**config.mk**
```make
export PLATFORM = sky130hd
export DESIGN_NAME = sint_ray_sched
export DESIGN_NICKNAME = d
export VERILOG_FILES = /design/src/rtl/sint_ray_sched_pkg.sv /design/src/rtl/ff_ar_en.sv /design/src/rtl/sint_ray_sched_phase_gen.sv /design/src/rtl/sint_ray_sched.sv
export SDC_FILE = /design/constraint.sdc
export NUM_CORES = 1
export LEC_CHECK = 0
export CAP_MARGIN = 25
export CORE_MARGIN = 1
export CORE_UTILIZATION = 41
export CTS_CLUSTER_SIZE = 12
export DETAILED_ROUTE_END_ITERATION = 12
export GPL_TIMING_DRIVEN = 0
export PLACE_DENSITY = 0.82
export SKIP_CTS_REPAIR_TIMING = 1
export SYNTH_ARGS = -nofsm -noshare
export SYNTH_HDL_FRONTEND = slang
export SYNTH_HIERARCHICAL = 1
export SYNTH_SLANG_ARGS = --single-unit
```
**constraint.sdc**
```tcl
create_clock -name clk -period 2.45 [get_ports clk]
set_input_delay 0.735 -clock clk [delete_from_list [all_inputs] [get_ports clk]]
set_output_delay 0.735 -clock clk [all_outputs]
set_load 0.01 [all_outputs]
```
**src/rtl/sint_ray_sched_pkg.sv**
```systemverilog
// Shared types for the scene-intersection ray scheduler and its neighbours.
package sint_ray_sched_pkg;

  typedef struct packed {
    logic [1:0]  ray_type;
    logic [13:0] ray_id;
    logic [31:0] payload;
  } shader_to_sint_t;

  localparam int unsigned STS_W = $bits(shader_to_sint_t);

  typedef enum logic {SRC_RG, SRC_SH} sched_src_e;

  typedef enum logic {StEmpty, StFull} sched_state_e;

endpackage

```
**src/rtl/ff_ar_en.sv**
```systemverilog
// Enabled flop bank with asynchronous active-low reset to a parameterised value.
module ff_ar_en #(
  parameter int unsigned       Width    = 1,
  parameter logic [Width-1:0] ResetVal = '0
) (
  input  logic             clk,
  input  logic             rst_n,
  input  logic             en,
  input  logic [Width-1:0] d,
  output logic [Width-1:0] q
);

  always_ff @(posedge clk or negedge rst_n) begin
    if (!rst_n) begin
      q <= ResetVal;
    end else if (en) begin
      q <= d;
    end
  end

endmodule

```
**src/rtl/sint_ray_sched_phase_gen.sv**
```systemverilog
// Free-running three-phase one-hot ring (v0 -> v1 -> v2 -> v0) for multiphase pipelines.
module sint_ray_sched_phase_gen (
  input  logic clk,
  input  logic rst_n,
  output logic v0,
  output logic v1,
  output logic v2
);

  logic [2:0] ring_q;

  ff_ar_en #(
    .Width   (3),
    .ResetVal(3'b001)
  ) u_ring (
    .clk  (clk),
    .rst_n(rst_n),
    .en   (1'b1),
    .d    ({ring_q[1:0], ring_q[2]}),
    .q    (ring_q)
  );

  assign v0 = ring_q[0];
  assign v1 = ring_q[1];
  assign v2 = ring_q[2];

endmodule

```
**src/rtl/sint_ray_sched.sv**
```systemverilog
// Feeds the scene-intersection unit: weighted raygen/shader arbitration, credit-limited issue,
// one-entry output register and the v0/v1/v2 phase enables.
module sint_ray_sched
  import sint_ray_sched_pkg::*;
#(
  parameter int unsigned MAX_INFLIGHT = 64,
  parameter int unsigned SH_WEIGHT    = 3
) (
  input  logic                              clk,
  input  logic                              rst,
  input  logic                              rg_valid,
  input  logic [STS_W-1:0]                  rg_data,
  output logic                              rg_stall,
  input  logic                              sh_valid,
  input  logic [STS_W-1:0]                  sh_data,
  output logic                              sh_stall,
  input  logic                              rg_pause,
  input  logic                              ray_retire,
  output logic                              sint_valid,
  output logic [STS_W-1:0]                  sint_data,
  input  logic                              sint_stall,
  output logic                              v0,
  output logic                              v1,
  output logic                              v2,
  output logic [$clog2(MAX_INFLIGHT+1)-1:0] inflight,
  output logic                              idle
);

  localparam int unsigned InfW = $clog2(MAX_INFLIGHT + 1);
  localparam int unsigned CntW = (SH_WEIGHT > 0) ? $clog2(SH_WEIGHT + 1) : 1;

  logic             accept, loadable, credit_ok;
  logic             rg_req, rg_elig, sh_elig, rg_turn;
  logic             rg_grant, sh_grant, grant;
  sched_src_e       grant_src;
  logic [STS_W-1:0] grant_data;
  logic [CntW-1:0]  sh_cnt_d, sh_cnt_q;
  logic [InfW-1:0]  inflight_d, inflight_q;
  sched_state_e     state_d, state_q;
  logic             state_raw;

  sint_ray_sched_phase_gen u_phase_gen (
    .clk  (clk),
    .rst_n(rst),
    .v0   (v0),
    .v1   (v1),
    .v2   (v2)
  );

  // Arbitration: shader first, but a waiting raygen wins once the shader streak hits the weight.
  always_comb begin
    accept    = sint_valid & ~sint_stall;
    loadable  = ~sint_valid | accept;
    credit_ok = inflight_q < InfW'(MAX_INFLIGHT);
    rg_req    = rg_valid & ~rg_pause;
    rg_elig   = rg_req & loadable & credit_ok;
    sh_elig   = sh_valid & loadable & credit_ok;
    rg_turn   = (sh_cnt_q == CntW'(SH_WEIGHT));
    rg_grant  = rg_elig & (~sh_elig | rg_turn);
    sh_grant  = sh_elig & ~rg_grant;
    grant     = rg_grant | sh_grant;
    grant_src = rg_grant ? SRC_RG : SRC_SH;
  end

  always_comb begin
    grant_data = sh_data;
    unique case (grant_src)
      SRC_RG:  grant_data = rg_data;
      SRC_SH:  grant_data = sh_data;
      default: grant_data = sh_data;
    endcase
  end

  assign rg_stall = rg_valid & ~rg_grant;
  assign sh_stall = sh_valid & ~sh_grant;

  // The streak only matters while raygen is actually waiting for a turn.
  always_comb begin
    sh_cnt_d = sh_cnt_q;
    if (!rg_req || rg_grant) begin
      sh_cnt_d = '0;
    end else if (sh_grant && !rg_turn) begin
      sh_cnt_d = sh_cnt_q + CntW'(1);
    end
  end

  ff_ar_en #(
    .Width(CntW)
  ) u_sh_cnt (
    .clk  (clk),
    .rst_n(rst),
    .en   (1'b1),
    .d    (sh_cnt_d),
    .q    (sh_cnt_q)
  );

  // Credits are taken at grant time; a retire with nothing outstanding is dropped.
  always_comb begin
    inflight_d = inflight_q;
    if (grant && !ray_retire) begin
      inflight_d = inflight_q + InfW'(1);
    end else if (!grant && ray_retire && (inflight_q != '0)) begin
      inflight_d = inflight_q - InfW'(1);
    end
  end

  ff_ar_en #(
    .Width(InfW)
  ) u_inflight (
    .clk  (clk),
    .rst_n(rst),
    .en   (1'b1),
    .d    (inflight_d),
    .q    (inflight_q)
  );

  // Output register FSM: state register, next state, outputs.
  ff_ar_en #(
    .Width(1)
  ) u_state (
    .clk  (clk),
    .rst_n(rst),
    .en   (1'b1),
    .d    (logic'(state_d)),
    .q    (state_raw)
  );

  assign state_q = sched_state_e'(state_raw);

  always_comb begin
    state_d = state_q;
    unique case (state_q)
      StEmpty: if (grant) state_d = StFull;
      StFull:  if (accept && !grant) state_d = StEmpty;
      default: state_d = StEmpty;
    endcase
  end

  always_comb begin
    sint_valid = (state_q == StFull);
  end

  ff_ar_en #(
    .Width(STS_W)
  ) u_data (
    .clk  (clk),
    .rst_n(rst),
    .en   (grant),
    .d    (grant_data),
    .q    (sint_data)
  );

  assign inflight = inflight_q;
  assign idle     = (inflight_q == '0) & (state_q == StEmpty);

`ifndef SYNTH
  retire_underflow: assert property (@(posedge clk) disable iff (!rst)
    !(ray_retire && (inflight_q == '0)))
    else $error("ray_retire with no rays in flight");
`endif

endmodule

```
* Word level (Yosys, flattened, before mapping)
Index checks and enable logic that the tools add are counted.
** Storage, ports and cells
- Register bits after elaboration :: 61
- Bits of input ports :: 103
- Output and inout port bits :: 62
- Word-level logic and storage cells :: 53
** Cells by class
- $add $sub $neg :: 3
- $lt $le $gt $ge :: 1
- Equal/unequal tests :: 1
- Multiplexer cells :: 9
- Bitwise gates (word level) :: 20
- Reduce and logical (&&, ||, !) cells :: 14
** Operators by type and width (number)
- $pmux 48 s2 :: 1
- $mux 7 :: 2
- $and 1x1->1 :: 11
- $add 7x1->7 const B :: 1
- $logic_not 7->1 :: 1
- $lt 7x7->1 const B :: 1
- $reduce_bool 7->1 :: 1
- $sub 7x1->7 const B :: 1
- $not 1->1 :: 6
- $logic_and 1x1->1 :: 5
- $logic_not 1->1 :: 4
- $mux 2 :: 2
- $reduce_bool 2->1 :: 2
- $mux 1 :: 3
- $or 1x1->1 :: 3
- $add 2x1->2 const B :: 1
- $eq 2x2->1 const B :: 1
- $pmux 1 s2 :: 1
- $logic_or 1x1->1 :: 1

* Longest topological paths before layout
- Depth after elaboration :: 16
- Gate-level depth with buffers :: 7
- Depth with buffers taken out :: 7

* By module
Netlist, hierarchy kept.
** By module, submodules not included
- ff_ar_en (u_data) :: instances 1, cells an instance 101, area each 1860.5 sq um, sequential area each 1201.2 sq um
- sint_ray_sched :: instances 1, cells an instance 118, area each 1011.0 sq um, sequential area each 0.0 sq um
- ff_ar_en (u_inflight) :: instances 1, cells an instance 15, area each 291.5 sq um, sequential area each 175.2 sq um
- ff_ar_en (u_phase_gen.u_ring) :: instances 1, cells an instance 6, area each 110.1 sq um, sequential area each 76.3 sq um
- ff_ar_en (u_sh_cnt) :: instances 1, cells an instance 4, area each 72.6 sq um, sequential area each 50.0 sq um
- ff_ar_en (u_state) :: instances 1, cells an instance 2, area each 40.0 sq um, sequential area each 25.0 sq um
- sint_ray_sched_phase_gen :: instances 1, cells an instance 1, area each 3.8 sq um, sequential area each 0.0 sq um

* Worst setup path before layout
Ideal clock, no wire load.
- Path kind :: input-to-output
- Start :: in sint_stall
- End :: out sh_stall
- Arrival time :: 1.577 ns
- Required time :: 1.715 ns
- Path slack :: 0.138 ns
- Stages :: 4
- Buffers on the path :: 1
- Path through :: a21oi_4 nand3_1 buf_2 a21boi_0
** On the way
- Longest elaborated chain between the ends :: 12
- Elaborated cells on any way between the ends :: 14
- Those cells by class :: 14 x bitwise
** RTL lines
- start, declared :: RTL line sint_ray_sched.sv:21 : input logic sint_stall,
- $not 1->1 * :: RTL line sint_ray_sched.sv:52 : accept = sint_valid & ~sint_stall;
- $and 1x1->1 * :: RTL line sint_ray_sched.sv:52
- $or 1x1->1 * :: RTL line sint_ray_sched.sv:53 : loadable = ~sint_valid | accept;
- $and 1x1->1 (2 in a row) :: RTL line sint_ray_sched.sv:57 : sh_elig = sh_valid & loadable & credit_ok;
- $not 1->1 :: RTL line sint_ray_sched.sv:59 : rg_grant = rg_elig & (~sh_elig | rg_turn);
- $or 1x1->1 :: RTL line sint_ray_sched.sv:59
- $and 1x1->1 :: RTL line sint_ray_sched.sv:59
- $not 1->1 :: RTL line sint_ray_sched.sv:60 : sh_grant = sh_elig & ~rg_grant;
- $and 1x1->1 * :: RTL line sint_ray_sched.sv:60
- $not 1->1 * :: RTL line sint_ray_sched.sv:75 : assign sh_stall = sh_valid & ~sh_grant;
- $and 1x1->1 * :: RTL line sint_ray_sched.sv:75
- end, declared :: RTL line sint_ray_sched.sv:16 : output logic sh_stall,
Every way passes the cells marked *; elsewhere a longest branch is shown, timed or not.

* Final worst setup path
Ends and elaborated chain as after synthesis.

==> results.md <==
- Final worst hold slack: 0.4896 ns
- Fraction of final layout cells with drive strength greater than 1: around 37%
- Final setup fails: 0
- Clock tree from TritonCTS: built
- Row Count: 32
- Worst min path class: input pin to async pin
- Routed length per placed instance: about 16 um
- Maximum vdd ir drop: between 0.5 and 0.6 mV
- Internal power component: ~0.0038 W
- Register bit total from synthesis: 61
- Final-stage net count: between 500 and 600
- Diodes inserted: 0
- Initial antenna violation count: 0
- Family of cells with the greatest summed delay on the critical path: buffers and inverters
- CP max-delay cell: sky130_fd_sc_hd__a21oi_4
- Number of vias per cell after detailed routing: 4.903
- Setup_tns: 0 ns
- Post-Route WL: between 8000 and 9000 um
- Post-synthesis area per instance: approximately 14 sq um
- Number of endpoints with negative hold slack in the final report: 0
- Sequential Area: around 1500 sq um
- MaxCap Viol Count: 0
- Reg clk slew, reported paths: 0.07 ns
- Period utilization: between 90% and 100%
- Std-Cell Core Area: just under 8000 sq um
- R2r setup slk: about 0.34 ns
- Net switching share of the total power: between 30% and 40%
- Final estimated routing congestion in global placement: approximately 0.76
- Relative slew slack: around 47%
- Required time at the endpoint of the critical path: 1.71 ns
- Worst setup path endpoint: sh_stall
- Number of CTS-inserted buffers: 9
- Max-slew violation total from the final report: 0
- Fillcell total: ~570
- Top Ports: approximately 170
- Combined area of the multi-input logic cells: roughly 1800 sq um
- Clock network latency to the later pin of the worst-skew pair: ~0.32 ns
- CTS Root Cell: sky130_fd_sc_hd__clkbuf_8
- Run status: completed
- Vias in the first global route: approximately 2700
- Reg2reg path depth: 7
- Worst-case setup slack after placement: -1.043 ns
- Clock network power share: between 15 and 20%
- Worst-path fanout max: 6
- Number of port buffers: around 160
- Syn-to-layout area delta: 63.34%
- Die extent in x: 92.93 um
- Gate count of the mapped netlist: 247
- Critical Path AT: ~1.7 ns
- Sequential cell fraction of total power: 32.8%
- Transition at the pin with the smallest max-transition slack: just under 0.8 ns
- Detailed placer's ending HPWL: 6455 um
- Leakage power of the design: roughly 2.4 nW
- Start of the worst register-to-register path: u_inflight/q[6]$_DFFE_PN0P_
- List of cells traversed by the critical path: dlymetal6s2s_1 -> a21oi_4 -> nand3_4 -> buf_8 -> a21boi_1 -> clkbuf_2
- First-pass GRT wire length: 13170 um
- # clock sinks: between 60 and 70
- Kind of end point of the critical path: output port
- Sw Pwr: around 0.0018 W
- Vias post-DR: 2687
- Post-route ant nets: 0
- Number of buffers and inverters on the critical path: 3
- Highest clock rate: approximately 0.42 GHz
- Longest Clk Path Bufs: 2
- Total of warnings raised by yosys: 6
- Die Area: about 8600 sq um
- DRC violation total after the first TritonRoute iteration: between 50 and 60
- Total gr overflow: 0
- Type of origin of the critical path: input pin
- Setup crit start: sint_stall
- Remaining design rule violation count: 0
- Delay contributed by the slowest stage of the critical path: approximately 0.24 ns
- Pin count of the biggest net entering global routing: 35
- Power Total: 0.005587 W
- Synth unique cells: 38
- Post-synthesis cell area: roughly 3400 sq um
- Worst reg2reg endpoint: u_data/q[28]$_DFFE_PN0P_
- Number of H-tree levels: 3
- Worst Skew: 0.01197 ns
- Total power divided by cell area: between 1000 and 1500 nW/um^2
- Fin crit period: roughly 2.4 ns
- Global-route usage over all layers: approximately a fifth
- Die H: 92.93 um
- WP depth: 6
- Initial standard-cell utilization of the core: 43.19%
- Worst-case setup margin in the final layout: 0.04560 ns
- Combinational share of power: a little over half
- Register area share after synthesis: between 40% and 50%
- Worst Path Class, Setup: input pin to output port
- Pre-antenna DRT Iters: 4
==> metal layers <==
metal / GRT usage, % / wire, um
met1: 24.86 / 3514
met5: 0 / 0
met3: 5.829 / 717
met4: 7.949 / 129
met2: 31.99 / 4271
==> cell type report <==
cell class / instances / area share [%]
sequential: 61 / 27.68
tap: 102 / 2.305
clock inverter: 1 / 0.09040
buffer: 11 / 1.627
inverter: 5 / 0.3390
clock buffer: 15 / 3.367
multi-input combinational: 175 / 32.86
timing repair buffer: 178 / 31.73
==> cells by family (layout without fill, tap and decap cells) <==
group | Yosys count | after routing | share of synthesized area (%)
multiplexers | 111 | 111 | 39.90
adder cells (fa/ha/maj) | 4 | 4 | 1.477
AND/OR/NAND/NOR | 32 | 32 | 5.353
AO/OA/AOI/OAI | 18 | 18 | 4.282
XOR/XNOR | 3 | 3 | 0.7753
flip-flops | 61 | 61 | 45.07
other | 2 | 7 | 0.2216
buffers and inverters | 16 | 210 | 2.916
==> worst min path at each step <==
stage	startpoint	to	slack, ns	depth (start not counted)
floorplan	rst	u_data/q[0]$_DFFE_PN0P_	0.44	0
detailed placement	u_data/q[40]$_DFFE_PN0P_	u_data/q[40]$_DFFE_PN0P_	0.49	1
finish	rst	u_phase_gen/u_ring/q[1]$_DFFE_PN0P_	0.49	1
global placement	u_data/q[7]$_DFFE_PN0P_	u_data/q[7]$_DFFE_PN0P_	0.49	1
CTS	rst	u_phase_gen/u_ring/q[1]$_DFFE_PN0P_	0.51	1
global route	u_data/q[32]$_DFFE_PN0P_	u_data/q[32]$_DFFE_PN0P_	0.52	1
==> registers in the layout, indices dropped and copies added (netlist names) <==
register and cells:
u_inflight/q 7, u_state/q 1, u_sh_cnt/q 2, u_data/q 48, u_phase_gen/u_ring/q 3
==> power groups by stage <==
stage | logic [W] | registers (W) | clock network (W)
floorplan | 0.00117 | 0.00203 | 0
global placement | 0.00273 | 0.00181 | 0
detailed placement | 0.00277 | 0.00185 | 0
CTS | 0.00278 | 0.00183 | 0.000871
global route | 0.00309 | 0.00190 | 0.000913
finish | 0.00291 | 0.00183 | 0.000844
==> layout by cell type (no fill, tap or decap), types with 2 or more instances in the layout <==
| cell | count |
|---|---|
| sky130_fd_sc_hd__clkdlybuf4s50_1 | 156 |
| sky130_fd_sc_hd__mux2_2 | 79 |
| sky130_fd_sc_hd__dfrtp_1 | 56 |
| sky130_fd_sc_hd__mux2_4 | 28 |
| sky130_fd_sc_hd__clkbuf_8 | 13 |
| sky130_fd_sc_hd__buf_4 | 13 |
| sky130_fd_sc_hd__nor2_1 | 8 |
| sky130_fd_sc_hd__buf_2 | 7 |
| sky130_fd_sc_hd__nand2_1 | 7 |
| sky130_fd_sc_hd__conb_1 | 7 |
| sky130_fd_sc_hd__dlymetal6s2s_1 | 5 |
| sky130_fd_sc_hd__ha_1 | 4 |
| sky130_fd_sc_hd__buf_6 | 4 |
| sky130_fd_sc_hd__dfrtp_2 | 4 |
| sky130_fd_sc_hd__inv_1 | 3 |
| sky130_fd_sc_hd__nand4_1 | 3 |
| sky130_fd_sc_hd__nand3_1 | 3 |
| sky130_fd_sc_hd__o21ai_0 | 3 |
| sky130_fd_sc_hd__a21oi_1 | 3 |
| sky130_fd_sc_hd__inv_2 | 2 |
| sky130_fd_sc_hd__mux2_1 | 2 |
| sky130_fd_sc_hd__mux2i_1 | 2 |
| sky130_fd_sc_hd__o21ai_2 | 2 |
| sky130_fd_sc_hd__a31oi_1 | 2 |
| sky130_fd_sc_hd__xor2_1 | 2 |
| sky130_fd_sc_hd__clkbuf_1 | 2 |
| sky130_fd_sc_hd__clkbuf_2 | 2 |
==> synthesized netlist by cell type, drive strengths merged <==
cell type | count | share of area [%]
a21boi | 1 | 0.22
o22ai | 2 | 0.55
xor2 | 2 | 0.52
conb | 2 | 0.22
dfstp | 1 | 0.78
or3 | 1 | 0.18
nand3 | 4 | 0.59
a311o | 1 | 0.30
a31oi | 2 | 0.37
buf | 11 | 2.4
ha | 4 | 1.5
mux2i | 2 | 0.59
or4 | 1 | 0.22
nand4 | 3 | 0.55
o32ai | 1 | 0.48
o2111ai | 1 | 0.26
nor3 | 1 | 0.30
o21ai | 5 | 0.96
and2 | 1 | 0.18
dfrtp | 60 | 44
xnor2 | 1 | 0.26
inv | 5 | 0.55
nand2b | 2 | 0.37
mux2 | 109 | 39
nand2 | 7 | 0.78
nor2b | 1 | 0.41
nor2 | 8 | 0.89
nor4 | 2 | 0.55
a21oi | 4 | 0.92
nand3b | 1 | 0.33
a22oi | 1 | 0.22
==> stage by stage <==
| stage | util, % | instances | instance area, sq um |
|---|---|---|---|
| after floorplan | - | 252 | 3408 |
| after global placement | 65.98 | 518 | 5177 |
| after detailed placement | 66.17 | 519 | 5192 |
| after CTS | 68.61 | 535 | 5384 |
| after global routing | 70.55 | 548 | 5537 |
| final | 70.55 | 548 | 5537 |
No activity file was read; power rests on OpenSTA's default activity.
